<file path="config.mk">
export PLATFORM = sky130hd
export DESIGN_NAME = i2c_write_scheduler
export DESIGN_NICKNAME = d
export VERILOG_FILES = /design/src/rtl/i2c_sched_pkg.sv /design/src/rtl/rr_arbiter.sv /design/src/rtl/i2c_write_scheduler.sv
export SDC_FILE = /design/constraint.sdc
export NUM_CORES = 1
export LEC_CHECK = 0
export CAP_MARGIN = 20
export CORE_MARGIN = 10
export CORE_UTILIZATION = 37
export DETAILED_ROUTE_END_ITERATION = 10
export PLACE_DENSITY = 0.8
export SLEW_MARGIN = 25
export SYNTH_ARGS = -nofsm -noshare
export SYNTH_HDL_FRONTEND = slang
export SYNTH_SLANG_ARGS = --single-unit
</file>
<file path="constraint.sdc">
create_clock -name clk -period 1.79 [get_ports clk]
set_input_delay 0.358 -clock clk [delete_from_list [all_inputs] [get_ports clk]]
set_output_delay 0.358 -clock clk [all_outputs]
set_load 0.05 [all_outputs]
</file>
<file path="src/rtl/i2c_sched_pkg.sv">
// Shared definitions for the I2C write scheduler: state encoding, timer width
// and default bus widths.
package i2c_sched_pkg;

  localparam int TIMER_W    = 8;
  localparam int DEF_ADDR_W = 7;
  localparam int DEF_DATA_W = 8;

  typedef enum logic [2:0] {
    S_IDLE      = 3'd0,
    S_LAUNCH    = 3'd1,
    S_WAIT_BUSY = 3'd2,
    S_WAIT_DONE = 3'd3,
    S_COMPLETE  = 3'd4,
    S_ABORT     = 3'd5
  } sched_state_t;

endpackage

</file>
<file path="src/rtl/rr_arbiter.sv">
// Combinational round-robin pick: first set request at or above the pointer,
// wrapping to the lowest index. Returns one-hot grant and its index.
module rr_arbiter #(
  parameter int NUM_REQ = 4,
  parameter int IDX_W   = 2
) (
  input  logic [NUM_REQ-1:0] req,
  input  logic [IDX_W-1:0]   ptr,
  output logic [NUM_REQ-1:0] grant_oh,
  output logic [IDX_W-1:0]   grant_idx,
  output logic               grant_valid
);

  // Two passes: indices from the pointer upward first, then the wrapped part.
  always_comb begin
    grant_valid = 1'b0;
    grant_idx   = '0;
    grant_oh    = '0;
    for (int i = 0; i < NUM_REQ; i++) begin
      if (!grant_valid && req[i] && (i >= int'(ptr))) begin
        grant_valid = 1'b1;
        grant_idx   = IDX_W'(i);
      end
    end
    for (int i = 0; i < NUM_REQ; i++) begin
      if (!grant_valid && req[i]) begin
        grant_valid = 1'b1;
        grant_idx   = IDX_W'(i);
      end
    end
    if (grant_valid) grant_oh[grant_idx] = 1'b1;
  end

endmodule

</file>
<file path="src/rtl/i2c_write_scheduler.sv">
// Round-robin scheduler sharing one I2C write master between NUM_REQ clients.
//
//   state       | meaning
//   ------------+--------------------------------------------------------
//   S_IDLE      | no transaction; arbitrate and latch winner's addr/data
//   S_LAUNCH    | winner latched; m_start is issued on leaving this state
//   S_WAIT_BUSY | waiting for the master to raise m_busy
//   S_WAIT_DONE | waiting for m_busy low with m_valid high
//   S_COMPLETE  | done pulse to the winner, grant already dropped
//   S_ABORT     | err pulse after a wait-state timeout, grant already dropped
module i2c_write_scheduler
  import i2c_sched_pkg::*;
#(
  parameter int NUM_REQ = 4,
  parameter int TIMEOUT = 255,
  parameter int ADDR_W  = DEF_ADDR_W,
  parameter int DATA_W  = DEF_DATA_W
) (
  input  logic                      clk,
  input  logic                      reset,
  input  logic [NUM_REQ-1:0]        req,
  input  logic [NUM_REQ*ADDR_W-1:0] req_addr,
  input  logic [NUM_REQ*DATA_W-1:0] req_data,
  output logic [NUM_REQ-1:0]        gnt,
  output logic [NUM_REQ-1:0]        done,
  output logic                      err,
  output logic                      sched_busy,
  output logic                      m_start,
  output logic [ADDR_W-1:0]         m_addr,
  output logic [DATA_W-1:0]         m_data,
  input  logic                      m_busy,
  input  logic                      m_valid
);

  localparam int IDX_W = (NUM_REQ > 1) ? $clog2(NUM_REQ) : 1;
  localparam logic [TIMER_W-1:0] TMO = TIMER_W'(TIMEOUT);

  sched_state_t       state_q, state_d;
  logic [IDX_W-1:0]   rr_ptr_q, winner_q, arb_idx;
  logic [NUM_REQ-1:0] arb_oh;
  logic               arb_valid;
  logic [TIMER_W-1:0] timer_q;
  logic               timed_out;

  assign timed_out = (timer_q == TMO);

  rr_arbiter #(.NUM_REQ(NUM_REQ), .IDX_W(IDX_W)) u_arb (
    .req         (req),
    .ptr         (rr_ptr_q),
    .grant_oh    (arb_oh),
    .grant_idx   (arb_idx),
    .grant_valid (arb_valid)
  );

  // State register.
  always_ff @(posedge clk or negedge reset) begin
    if (!reset) state_q <= S_IDLE;
    else        state_q <= state_d;
  end

  // Next-state decode and the pulse/status outputs decoded from state.
  always_comb begin
    state_d    = state_q;
    done       = '0;
    err        = 1'b0;
    sched_busy = (state_q != S_IDLE);
    case (state_q)
      S_IDLE:      if (arb_valid) state_d = S_LAUNCH;
      S_LAUNCH:    state_d = S_WAIT_BUSY;
      S_WAIT_BUSY: begin
        if (m_busy)         state_d = S_WAIT_DONE;
        else if (timed_out) state_d = S_ABORT;
      end
      S_WAIT_DONE: begin
        if (!m_busy && m_valid) state_d = S_COMPLETE;
        else if (timed_out)     state_d = S_ABORT;
      end
      S_COMPLETE: begin
        done[winner_q] = 1'b1;
        state_d        = S_IDLE;
      end
      S_ABORT: begin
        err     = 1'b1;
        state_d = S_IDLE;
      end
      default:     state_d = S_IDLE;
    endcase
  end

  // Grant/payload capture, launch pulse, wait timer and round-robin pointer.
  // The grant drops on the edge that enters COMPLETE/ABORT so it is already
  // low during the done/err pulse.
  always_ff @(posedge clk or negedge reset) begin
    if (!reset) begin
      gnt      <= '0;
      m_addr   <= '0;
      m_data   <= '0;
      m_start  <= 1'b0;
      timer_q  <= '0;
      rr_ptr_q <= '0;
      winner_q <= '0;
    end else begin
      m_start <= (state_q == S_LAUNCH);
      case (state_q)
        S_IDLE: begin
          if (arb_valid) begin
            gnt      <= arb_oh;
            winner_q <= arb_idx;
            m_addr   <= req_addr[int'(arb_idx)*ADDR_W +: ADDR_W];
            m_data   <= req_data[int'(arb_idx)*DATA_W +: DATA_W];
          end
        end
        S_LAUNCH: timer_q <= '0;
        S_WAIT_BUSY, S_WAIT_DONE: begin
          if (state_d != state_q)  timer_q <= '0;
          else if (timer_q != '1)  timer_q <= timer_q + 1'b1;
        end
        default: ;
      endcase
      if (state_d == S_COMPLETE || state_d == S_ABORT) begin
        gnt      <= '0;
        rr_ptr_q <= (winner_q == IDX_W'(NUM_REQ - 1)) ? '0 : winner_q + 1'b1;
      end
    end
  end

endmodule

</file>
==> results.toml <==
[outcome]
run_status = "complete, no violations"

[power_and_ir_drop]
combPwrFrac = 0.597
internal-power_mw = 2.69
switchingPower_mw = 2.33
p_seq_frac = 0.278
vdd_ir_drop_max_uv = 722
leakage_nw = 1.53
swShare = 0.464
p_total_mw = 5.02
clkPwrFrac = 0.125
p_per_area_nw_per_um2 = 1460

[sta]
post-route-period-util = 0.972
fin_worst_skew_ns = 0.00628
relSlewSlack = 0.721
whs_ns = 0.000637
fin_crit_ns = 1.74
hold_viol = 0
finalSetupViolCount = 0
worst_pin_slew_ns = 0.419
layout_setup_ws_ns = 0.0499
maxSlewViolCount = 0
rsz0062_at_grt = "yes"
fmaxAchievable_mhz = 575

[synth]
syn_nets = 297
yosys.area.top_type = "dfrtp_1"
yosysWarnings = 0
synthMostInstantiatedCell = "dfrtp_1"
synth_cell_types = 45
synth_edf_count = 0
yosysSeqAreaShare = 0.429
synth_top_area_share = 0.429
ys.flop_type = "dfrtp_1"
synthTopCellsByCount = "dfrtp_1, nand2_1, nor2_1"
synth-async-reset-ratio = 1.00
netlist_instances = 224
ys_ff_latch = 35
syn_avg_cell_area_um2 = 9.12
netlist_area_um2 = 2040
synth_area_leaders = "dfrtp_1, a222oi_1, nand2_1, nor2_1, a31oi_1"

[final_layout]
drive_above_1_share = 0.250
multi_input_area_um2 = 1120
num_antenna_cells = 0
area_growth_pct = 67.6
fillers = 427
postLayoutCoreUtil = 0.654
final_area_um2 = 3420
register_area_um2 = 882
final_nets = 412

[global_route]
antenna_found_initial = 0
grtUsageMet1 = 0.172
grt_remaining_overflow = 0
grt_usage = 0.154
grt_max_degree = 27
grt_pass1_wl_mm = 10.9
grt_pass1_vias = 2294
grt.met3_usage = 0.0616
grt_util_met2 = 0.263
busiest_layer = "met2"

[route]
drt_iter0_drc = 162
viasPerCell = 5.34
num_vias = 2189
ant_nets = 0
dr.pass1.iters = 7
wl_per_cell_um = 16.7
drc_errors = 0
drt-total-wl_mm = 6.86

[clock_network]
clk_latency_ns = 0.29
cts-root-buf = "clkbuf_8"
numCtsBuffers = 5
cts_tree = "built"
ctsHoldBuffers = 0
clkTransAtPathRegs_ns = 0.07
clockBufferDepth = 2
h-tree-depth = 2
cts_num_sinks = 35

[floorplanning]
dieArea_um2 = 8890
initial_core_util = 0.390
core_area_um2 = 5240
rows = 26
die_h_um = 94.3
die_w_um = 94.3
io_pins = 94

[setup_path]
arrival_ns = 1.92
r2r_setup_slack_ns = 0.05
critical_path.max_fanout = 4
worst-setup-path-type = "reg -> reg"
start_kind = "register"
rr_worst_depth = 5
rr_startpoint = "timer_q[1]"
critPathCaptureType = "register"
r2r-end = "rr_ptr_q[0]"
critPathRequiredTime_ns = 1.97

[flow_run]
maxCapViolCount = 0

[hold_path]
timing.hold.worst.class = "in -> async"

[placed_design]
hpwl_mm = 5.30
dpl_cell_area_um2 = 3200
port_buffers = 93
place_congestion = 0.882
dp_worst_setup_slack_ns = -0.377
-- layer usage --
layer / share of wire / routed length [um]
met1: 0.41 / 2780
met3: 0.077 / 531
met4: 0.011 / 75
met2: 0.51 / 3470
met5: 0 / 0
-- stage by stage --
stage	setup TNS [ns]	instances
after CTS	-0.00225	406
after global routing	-0.0915	410
after floorplan	0	224
after global placement	-5.99	397
after detailed placement	-6.76	397
final	0	410
-- kinds of logic (layout without fill, tap and decap cells) --
logic type                 Yosys count  in the layout  share of synthesized area
buffers and inverters               19            135                     0.0508
and+or+nand+nor                     96             96                      0.219
xor gates and xnor gates             1              1                    0.00429
AOI/OAI and AO/OA                   65             65                      0.251
DFF                                 35             35                      0.429
adders and majority gates            5              5                     0.0306
muxes                                3              3                     0.0159
-- worst max-delay path: stages, from the launching register on --
cell,delay [ns]
dfrtp_1,0.37
ha_2,0.19
nand4_1,0.14
or3_4,0.39
a21boi_4,0.22
mux2_4,0.32
-- cells in the final DEF (no fill, tap or decap), types with 5 or more instances in the layout --
master	count
clkdlybuf4s50_1	62
buf_4	43
nand2_1	33
dfrtp_1	30
nor2_1	28
a222oi_1	15
a31oi_1	15
buf_12	10
o21ai_0	8
a21oi_1	7
clkbuf_8	7
inv_1	5
nand3_1	5
a21o_1	5
dfrtp_2	5
-- what timing repair did --
item	in CTS	in global routing
pin swaps	3	7
hold endpoints to repair	0	0
setup endpoints to repair	22	29
buffers inserted	1	4
resized for setup	8	16
-- sequential cells by signal, indices dropped and copies added, names as in the netlist --
register	flops
m_data	8
gnt	4
m_start	1
state_q	3
winner_q	2
timer_q	8
m_addr	7
rr_ptr_q	2
-- final cells by class --
type                            instances  share of cell area
Inverter                                5             0.00548
Clock buffer                            8              0.0292
Timing Repair Buffer                  122               0.355
Multi-Input combinational cell        170               0.327
Tap cell                               70              0.0256
Sequential cell                        35               0.258
-- how the worst max path moves through the flow --
stage / startpoint / depth (start not counted) / to / slack [ns]
2_1_floorplan: state_q[0] / 6 / m_addr[2] / 0.01
3_3_place_gp: req[0] / 7 / m_data[2] / -0.33
3_5_place_dp: req[0] / 7 / m_data[0] / -0.38
4_1_cts: req[0] / 7 / m_data[0] / -0.002
5_1_grt: timer_q[1] / 7 / gnt[0] / -0.03
6_report: timer_q[1] / 5 / rr_ptr_q[0] / 0.05
-- power groups by stage --
stage	Clock [mW]	Combinational, mW	Sequential [mW]
5_1_grt	0.683	3.24	1.44
3_5_place_dp	0	2.86	1.37
4_1_cts	0.637	2.92	1.38
3_3_place_gp	0	2.80	1.35
2_1_floorplan	0	1.13	2.04
6_report	0.628	2.99	1.39
Power figures use the tool's default switching activity.
